File: src/rtl/uart_rx_ctrl.sv
// UART config-link frame parser: hunts HEAD0 HEAD1 ADDR DATAL DATAH and issues one write per frame.
// Latency: write request valid one cycle after the DATAH strobe; inbound bytes have no back-pressure, so frames completing while a write is pending are dropped and counted.
module uart_rx_ctrl #(
    parameter logic [7:0]  UART_HEAD0     = 8'hFF,
    parameter logic [7:0]  UART_HEAD1     = 8'hAA,
    parameter logic [15:0] TIMEOUT_CYCLES = 16'd50000
) (
    input  logic        clk,
    input  logic        rst_n,
    input  logic [7:0]  rx_data,
    input  logic        rx_vld,
    output logic [7:0]  reg_cfg_addr,
    output logic [15:0] reg_cfg_value,
    output logic        reg_cfg_req,
    input  logic        reg_cfg_ack,
    output logic        rx_busy,
    output logic [7:0]  timeout_cnt,
    output logic [7:0]  drop_cnt
);

    typedef enum logic [2:0] {S_HEAD0, S_HEAD1, S_ADDR, S_DATAL, S_DATAH} state_t;

    state_t      state_q, state_d;
    logic [15:0] timer_q, timer_d;
    logic [7:0]  addr_lat_q, addr_lat_d;
    logic [7:0]  datal_lat_q, datal_lat_d;
    logic [7:0]  cfg_addr_q, cfg_addr_d;
    logic [15:0] cfg_value_q, cfg_value_d;
    logic        req_q, req_d;
    logic [7:0]  tmo_cnt_q, tmo_cnt_d;
    logic [7:0]  drop_cnt_q, drop_cnt_d;
    logic        timeout;
    logic        frame_done;

    always_ff @(posedge clk) begin
        if (!rst_n) begin
            state_q     <= S_HEAD0;
            timer_q     <= '0;
            addr_lat_q  <= '0;
            datal_lat_q <= '0;
            cfg_addr_q  <= '0;
            cfg_value_q <= '0;
            req_q       <= 1'b0;
            tmo_cnt_q   <= '0;
            drop_cnt_q  <= '0;
        end else begin
            state_q     <= state_d;
            timer_q     <= timer_d;
            addr_lat_q  <= addr_lat_d;
            datal_lat_q <= datal_lat_d;
            cfg_addr_q  <= cfg_addr_d;
            cfg_value_q <= cfg_value_d;
            req_q       <= req_d;
            tmo_cnt_q   <= tmo_cnt_d;
            drop_cnt_q  <= drop_cnt_d;
        end
    end

    always_comb begin
        state_d     = state_q;
        timer_d     = timer_q;
        addr_lat_d  = addr_lat_q;
        datal_lat_d = datal_lat_q;
        cfg_addr_d  = cfg_addr_q;
        cfg_value_d = cfg_value_q;
        req_d       = req_q;
        tmo_cnt_d   = tmo_cnt_q;
        drop_cnt_d  = drop_cnt_q;

        // A byte on the expiry cycle takes priority, so timeout requires rx_vld low.
        timeout    = (state_q != S_HEAD0) && !rx_vld && (timer_q == TIMEOUT_CYCLES - 16'd1);
        frame_done = rx_vld && (state_q == S_DATAH);

        if (rx_vld || state_q == S_HEAD0) begin
            timer_d = '0;
        end else begin
            timer_d = timer_q + 16'd1;
        end

        if (rx_vld) begin
            unique case (state_q)
                S_HEAD0: if (rx_data == UART_HEAD0) state_d = S_HEAD1;
                S_HEAD1: begin
                    if (rx_data == UART_HEAD1)      state_d = S_ADDR;
                    else if (rx_data != UART_HEAD0) state_d = S_HEAD0;
                end
                S_ADDR: begin
                    addr_lat_d = rx_data;
                    state_d    = S_DATAL;
                end
                S_DATAL: begin
                    datal_lat_d = rx_data;
                    state_d     = S_DATAH;
                end
                S_DATAH: state_d = S_HEAD0;
                default: state_d = S_HEAD0;
            endcase
        end else if (timeout) begin
            state_d     = S_HEAD0;
            timer_d     = '0;
            addr_lat_d  = '0;
            datal_lat_d = '0;
            if (tmo_cnt_q != 8'hFF) tmo_cnt_d = tmo_cnt_q + 8'd1;
        end

        // An ack in the completion cycle frees the slot for the new frame.
        if (frame_done && (!req_q || reg_cfg_ack)) begin
            cfg_addr_d  = addr_lat_q;
            cfg_value_d = {rx_data, datal_lat_q};
            req_d       = 1'b1;
        end else if (frame_done) begin
            if (drop_cnt_q != 8'hFF) drop_cnt_d = drop_cnt_q + 8'd1;
        end else if (req_q && reg_cfg_ack) begin
            req_d = 1'b0;
        end
    end

    assign reg_cfg_addr  = cfg_addr_q;
    assign reg_cfg_value = cfg_value_q;
    assign reg_cfg_req   = req_q;
    assign rx_busy       = (state_q != S_HEAD0);
    assign timeout_cnt   = tmo_cnt_q;
    assign drop_cnt      = drop_cnt_q;

endmodule

File: config.mk
export PLATFORM = sky130hd
export DESIGN_NAME = uart_rx_ctrl
export DESIGN_NICKNAME = d
export VERILOG_FILES = /design/src/rtl/uart_rx_ctrl.sv
export SDC_FILE = /design/constraint.sdc
export NUM_CORES = 1
export LEC_CHECK = 0
export ABC_AREA = 1
export CAP_MARGIN = 30
export CORE_MARGIN = 2
export CORE_UTILIZATION = 30
export CTS_BUF_LIST = sky130_fd_sc_hd__clkbuf_4 sky130_fd_sc_hd__clkbuf_8 sky130_fd_sc_hd__clkbuf_16
export DETAILED_ROUTE_END_ITERATION = 10
export HOLD_SLACK_MARGIN = 0.03
export SYNTH_ARGS = -nofsm -noshare
export SYNTH_HDL_FRONTEND = slang
export SYNTH_SLANG_ARGS = --single-unit
File: constraint.sdc
create_clock -name clk -period 1.7 [get_ports clk]
set_input_delay 0.34 -clock clk [delete_from_list [all_inputs] [get_ports clk]]
set_output_delay 0.34 -clock clk [all_outputs]
set_load 0.01 [all_outputs]
# After elaboration in Yosys (flattened, before gate mapping)
# Index checks and enable logic that the tools add are counted.
[totals] input_bits=12 word_cells=65 out_inout_bits=42 latch_bits=0 rom_bits=0 ff_bits=76 mem_count=0 ram_bits=0
[classes] n_reduce_logical=19 shifts=0 mux=17 div_mod_pow=0 n_eq_ne=15 addsub=3 n_lt_le_gt_ge=0 n_bitwise=2 multipliers=0
[ops] op="$mux 16" count=3
[ops] op="$mux 8" count=5
[ops] op="$ne 8x8->1 const B" count=3
[ops] op="$add 16x1->16 const B" count=1
[ops] op="$add 8x1->8 const B" count=2
[ops] op="$eq 16x16->1 const B" count=1
[ops] op="$eq 8x8->1 const B" count=2
[ops] op="$mux 3" count=5
[ops] op="$pmux 3 s4" count=1
[ops] op="$reduce_and 3->1" count=3
[ops] op="$eq 3x2->1 const B" count=2
[ops] op="$ne 2x1->1 const B" count=3
[ops] op="$reduce_and 2->1" count=3
[ops] op="$logic_and 1x1->1" count=5
[ops] op="$ne 4x4->1 const B" count=1
[ops] op="$reduce_bool 2->1" count=2
[ops] op="$eq 3x1->1 const B" count=1
[ops] op="$eq 3x3->1 const B" count=1
[ops] op="$logic_not 3->1" count=1
[ops] op="$mux 1" count=3
[ops] op="$ne 3x2->1 const B" count=1
[ops] op="$reduce_bool 3->1" count=1
[ops] op="$logic_not 1->1" count=2
[ops] op="$logic_or 1x1->1" count=2
[ops] op="$not 1->1" count=2

# Depth between registers and ports, before layout
[logic_depth] depth_word=5 ltp_mapped=10 ltp_nobuf=10

# Worst setup path before layout
# No wires, ideal clock.
[synth_path] kind="reg-to-reg" start="register timer_q[0]" end="register tmo_cnt_q[1], in the netlist timeout_cnt[1]" setup_ns=0.118 arrival_time_ns=1.330 path_stages_with_launch=8 period_less_slack_ns=1.447 slack_ns=0.253 n_path_buf=1 required_ns=1.582 cell_sequence="dfxtp_1 -> ha_1 -> nand3_2 -> nor2_2 -> nand3_2 -> buf_6 -> nor3_1 -> nor2_1"
[synth_via] elab_chain_cells=3
[synth_lines] element="from (decl)" line="24" source="logic [15:0] timer_q, timer_d;"
[synth_lines] element="from (signal assigned)" line="48" source="timer_q <= timer_d;"
[synth_lines] element="$eq 16x16->1" line="71" source="timeout = (state_q != S_HEAD0) && !rx_vld && (timer_q == TIMEOUT_CYCLES - 16'd1);"
[synth_lines] element="$logic_and 1x1->1" line="71"
[synth_lines] element="$reduce_and 3->1 (no line)"
[synth_lines] element="to (signal assigned)" line="54" source="tmo_cnt_q <= tmo_cnt_d;"
[synth_lines] element="to (decl)" line="30" source="logic [7:0] tmo_cnt_q, tmo_cnt_d;"
# Every way passes these cells.
# A chain may end at the register's enable or synchronous reset.

# Final worst setup path
[layout_path] start="register tmo_cnt_q[5], in the netlist timeout_cnt[5]" end="output port timeout_cnt[5]"
[layout_rtl] element="to (decl)" line="17" source="output logic [7:0] timeout_cnt,"
# No word-level cell between the ends.

==> flow_metrics.py <==
metrics = {
    "sta": {
        "timing.clock.skew_ps": 10.8,
        "setup_slack_ps": 53.9,
        "timing.max_slew.rel_slack_pct": 78.0,
        "number_of_hold_violations_in_the_final_report": 0,
        "layout_worst_path_cycle_share_pct": 96.8,
        "setup_violations": 0,
        "worst-slew-pin-transition_ps": 328,
        "maxClockFrequency_mhz": 607,
        "final.hold.worst_slack_ps": 445,
        "drv_slew": 0,
        "rsz0062_at_grt": "no",
        "period_minus_slack_ps": 1650,
    },
    "finish": {
        "area_growth_synth_to_finish_pct": 37.2,
        "layoutNonFillerInstCount": 702,
        "post_route_cells_drive_above_1_share_pct": 14.5,
        "post-route-cell-area_um2": 4700,
        "finish.utilization_pct": 41.7,
        "final_nets": 569,
        "antennaDiodeCount": 0,
    },
    "clock_network": {
        "clock_latency_on_the_worst_skew_pair_ps": 340,
        "clock_path_buffers": 2,
        "number_of_clock_sinks": 76,
        "tritoncts": "done",
        "cts-root-buf": "clkbuf_16",
        "htree_depth": 3,
        "clk_pin_slew_ps": 60,
        "cts-buffers-inserted": 9,
    },
    "power_and_ir_drop": {
        "switchingPower_mw": 0.990,
        "share_comb_of_total_power_pct": 7.5,
        "p_int_mw": 3.08,
        "power.sequential.fraction_pct": 44.8,
        "power_frac_clock_pct": 47.8,
        "power.share.switching_pct": 24.3,
        "ir_worst_vdd_mv": 0.425,
        "power.static_leakage_nw": 1.79,
        "cellPowerDensity_nw_per_um2": 867,
    },
    "placement": {
        "place.detailed.instances": 685,
        "buffer_ports.inserted": 53,
        "postPlaceCellArea_um2": 4350,
        "finalWeightedCongestion": 0.870,
        "detailed_place_hpwl_um": 6240,
        "minimum_setup_slack_after_placement_ps": -236,
    },
    "synthesis": {
        "post_synth_top_cells": "107 x nand2_1, 76 x dfxtp_1, 61 x nand3_1",
        "synth_top_area_share_pct": 44.4,
        "yosys-top-cells-area": "dfxtp_1 44%, nand2_1 12%, nand3_1 8.9%",
        "yosys.cell_count.top_type": "nand2_1",
        "synthCells": 471,
        "number_of_synthesized_flops_with_an_enable_pin": 0,
        "syn-cell-area_um2": 3420,
        "syn_area_per_cell_um2": 7.27,
        "synthesis.nets": 486,
        "yosysUniqueCellTypes": 28,
        "synth.largest_area_cell": "dfxtp_1",
        "synth_top_flop_cell": "dfxtp_1",
        "synth-warning-count": 0,
        "synth-async-reset-ratio_pct": 0,
        "ys_seq_area_share_pct": 44.4,
        "yosys_register_bits": 76,
    },
    "global_routing": {
        "grt_start_max_net_pins": 51,
        "global_route.usage.total_pct": 14.0,
        "number_of_global_route_vias_before_repair": 3052,
        "grt_antenna_before_repair": 0,
        "first_pass_grt_wire_length_um": 14200,
        "globalRoute.totalOverflow": 0,
    },
    "status": {
        "result_of_the_run": "finished clean",
    },
    "die": {
        "die_span_y_um": 111,
        "dieWidth_um": 111,
        "die_area_um2": 12300,
        "core_area_um2": 11300,
        "initial_utilization_pct": 30.4,
        "num_io_pins": 54,
        "cell_rows": 39,
    },
    "detailed_routing": {
        "first_pass_iters": 4,
        "wl_per_cell_um": 12.2,
        "route.detailed.drc": 0,
        "postRouteAntennaNets": 0,
        "drtIter0Drc": 97,
        "vias_per_cell": 4.73,
        "via_count": 3317,
        "wirelength_um": 8570,
    },
    "setup_path": {
        "critical_path.startpoint_type": "register",
        "timing.critical_path.fanout_max": 5,
        "path_buf_inv": 1,
        "critical_path.endpoint_type": "output pin",
        "worst_path_max_delay_cell": "clkdlybuf4s50_1",
        "timing.critical_path.arrival_ps": 1310,
        "cp_top_family": "buffers and inverters",
        "stage_delay_of_the_slowest_cell_on_the_critical_path_ps": 570,
        "worst_ep_required_time_ps": 1360,
        "worst_setup_path_type": "reg -> out",
        "cp_cell_sequence": "clkdlybuf4s50_1",
    },
    "run": {
        "max_cap_viol_count": 0,
    },
    "hold_path": {
        "worst_hold_path_type": "reg -> reg",
    },
}
## through the flow
| stage | total power [mW] | setup TNS [ps] |
|---|---|---|
| final | 4.07 | 0 |
| after floorplan | 2.02 | 0 |
| after CTS | 4.11 | 0 |
| after global placement | 2.16 | -3060 |
| after global routing | 4.20 | 0 |
| after detailed placement | 2.16 | -4440 |
## path summary, 6_finish.rpt
path | slack (ps) | cells past startpoint | to | startpoint
max | 50 | 1 | timeout_cnt[5] | timeout_cnt[5]$_SDFFE_PN0P_
min | 440 | 1 | timer_q[0]$_SDFF_PN0_ | timer_q[0]$_SDFF_PN0_
max reg2reg | 190 | 8 | timeout_cnt[2]$_SDFFE_PN0P_ | timer_q[0]$_SDFF_PN0_
min reg2reg | 440 | 1 | timer_q[0]$_SDFF_PN0_ | timer_q[0]$_SDFF_PN0_
## power by group through the flow
| stage | sequential [mW] | combinational [mW] | clock, mW |
|---|---|---|---|
| 2_1_floorplan | 1.86 | 0.157 | 0 |
| 3_3_place_gp | 1.86 | 0.295 | 0 |
| 3_5_place_dp | 1.86 | 0.300 | 0 |
| 4_1_cts | 1.82 | 0.304 | 1.98 |
| 5_1_grt | 1.82 | 0.338 | 2.04 |
| 6_report | 1.82 | 0.303 | 1.95 |
## cells by family (layout without fill, tap and decap cells)
group / count (synthesis) / after routing / share of synthesized area (%)
compound gates: 64 / 64 / 9.68
xor+xnor: 16 / 16 / 4.09
fa+ha+maj: 3 / 3 / 1.10
buf+inv: 50 / 138 / 6.21
flops: 76 / 76 / 44.4
simple gates: 262 / 262 / 34.5
## routing by layer
metal	vias up	global-route usage [%]	wire length, um
met5	-	0	0
met4	0	5.83	173
met3	12	3.83	435
met2	66	21.8	3920
met1	1511	18.4	4040
li1	1728	-	-
## timing repair
action | CTS | global route
hold buffers | 0 | 0
buffers inserted | 1 | 0
cloned | 0 | 0
endpoints found under the setup margin | 2 | 20
pin swaps | 1 | 0
gates resized for setup | 4 | 13
## registers in the layout, summed over array words and instances, names as in the netlist
signal         cells
addr_lat_q         8
datal_lat_q        8
drop_cnt           8
reg_cfg_addr       8
reg_cfg_req        1
reg_cfg_value     16
state_q            3
timeout_cnt        8
timer_q           16
## cell usage in the layout, fill, tap and decap left out, types with 4 or more instances in the layout
master           count
nand3_1             61
o21ai_0              4
nor3_1              12
dfxtp_1             67
clkdlybuf4s50_1     49
xnor2_1              6
buf_4               34
nor2_1              52
xor2_1              10
nand2_1            106
dfxtp_2              9
nand4_1             12
clkbuf_16            9
inv_1               29
a21oi_1             57
## final cells by class
cell class	count	area, um2
clock buffer	9	225
fill	1118	6580
multi-input combinational	345	1710
inverter	32	123
clock inverter	7	75.1
timing repair buffer	90	852
sequential	76	1530
tap	143	179
Power figures use the tool's default switching activity.
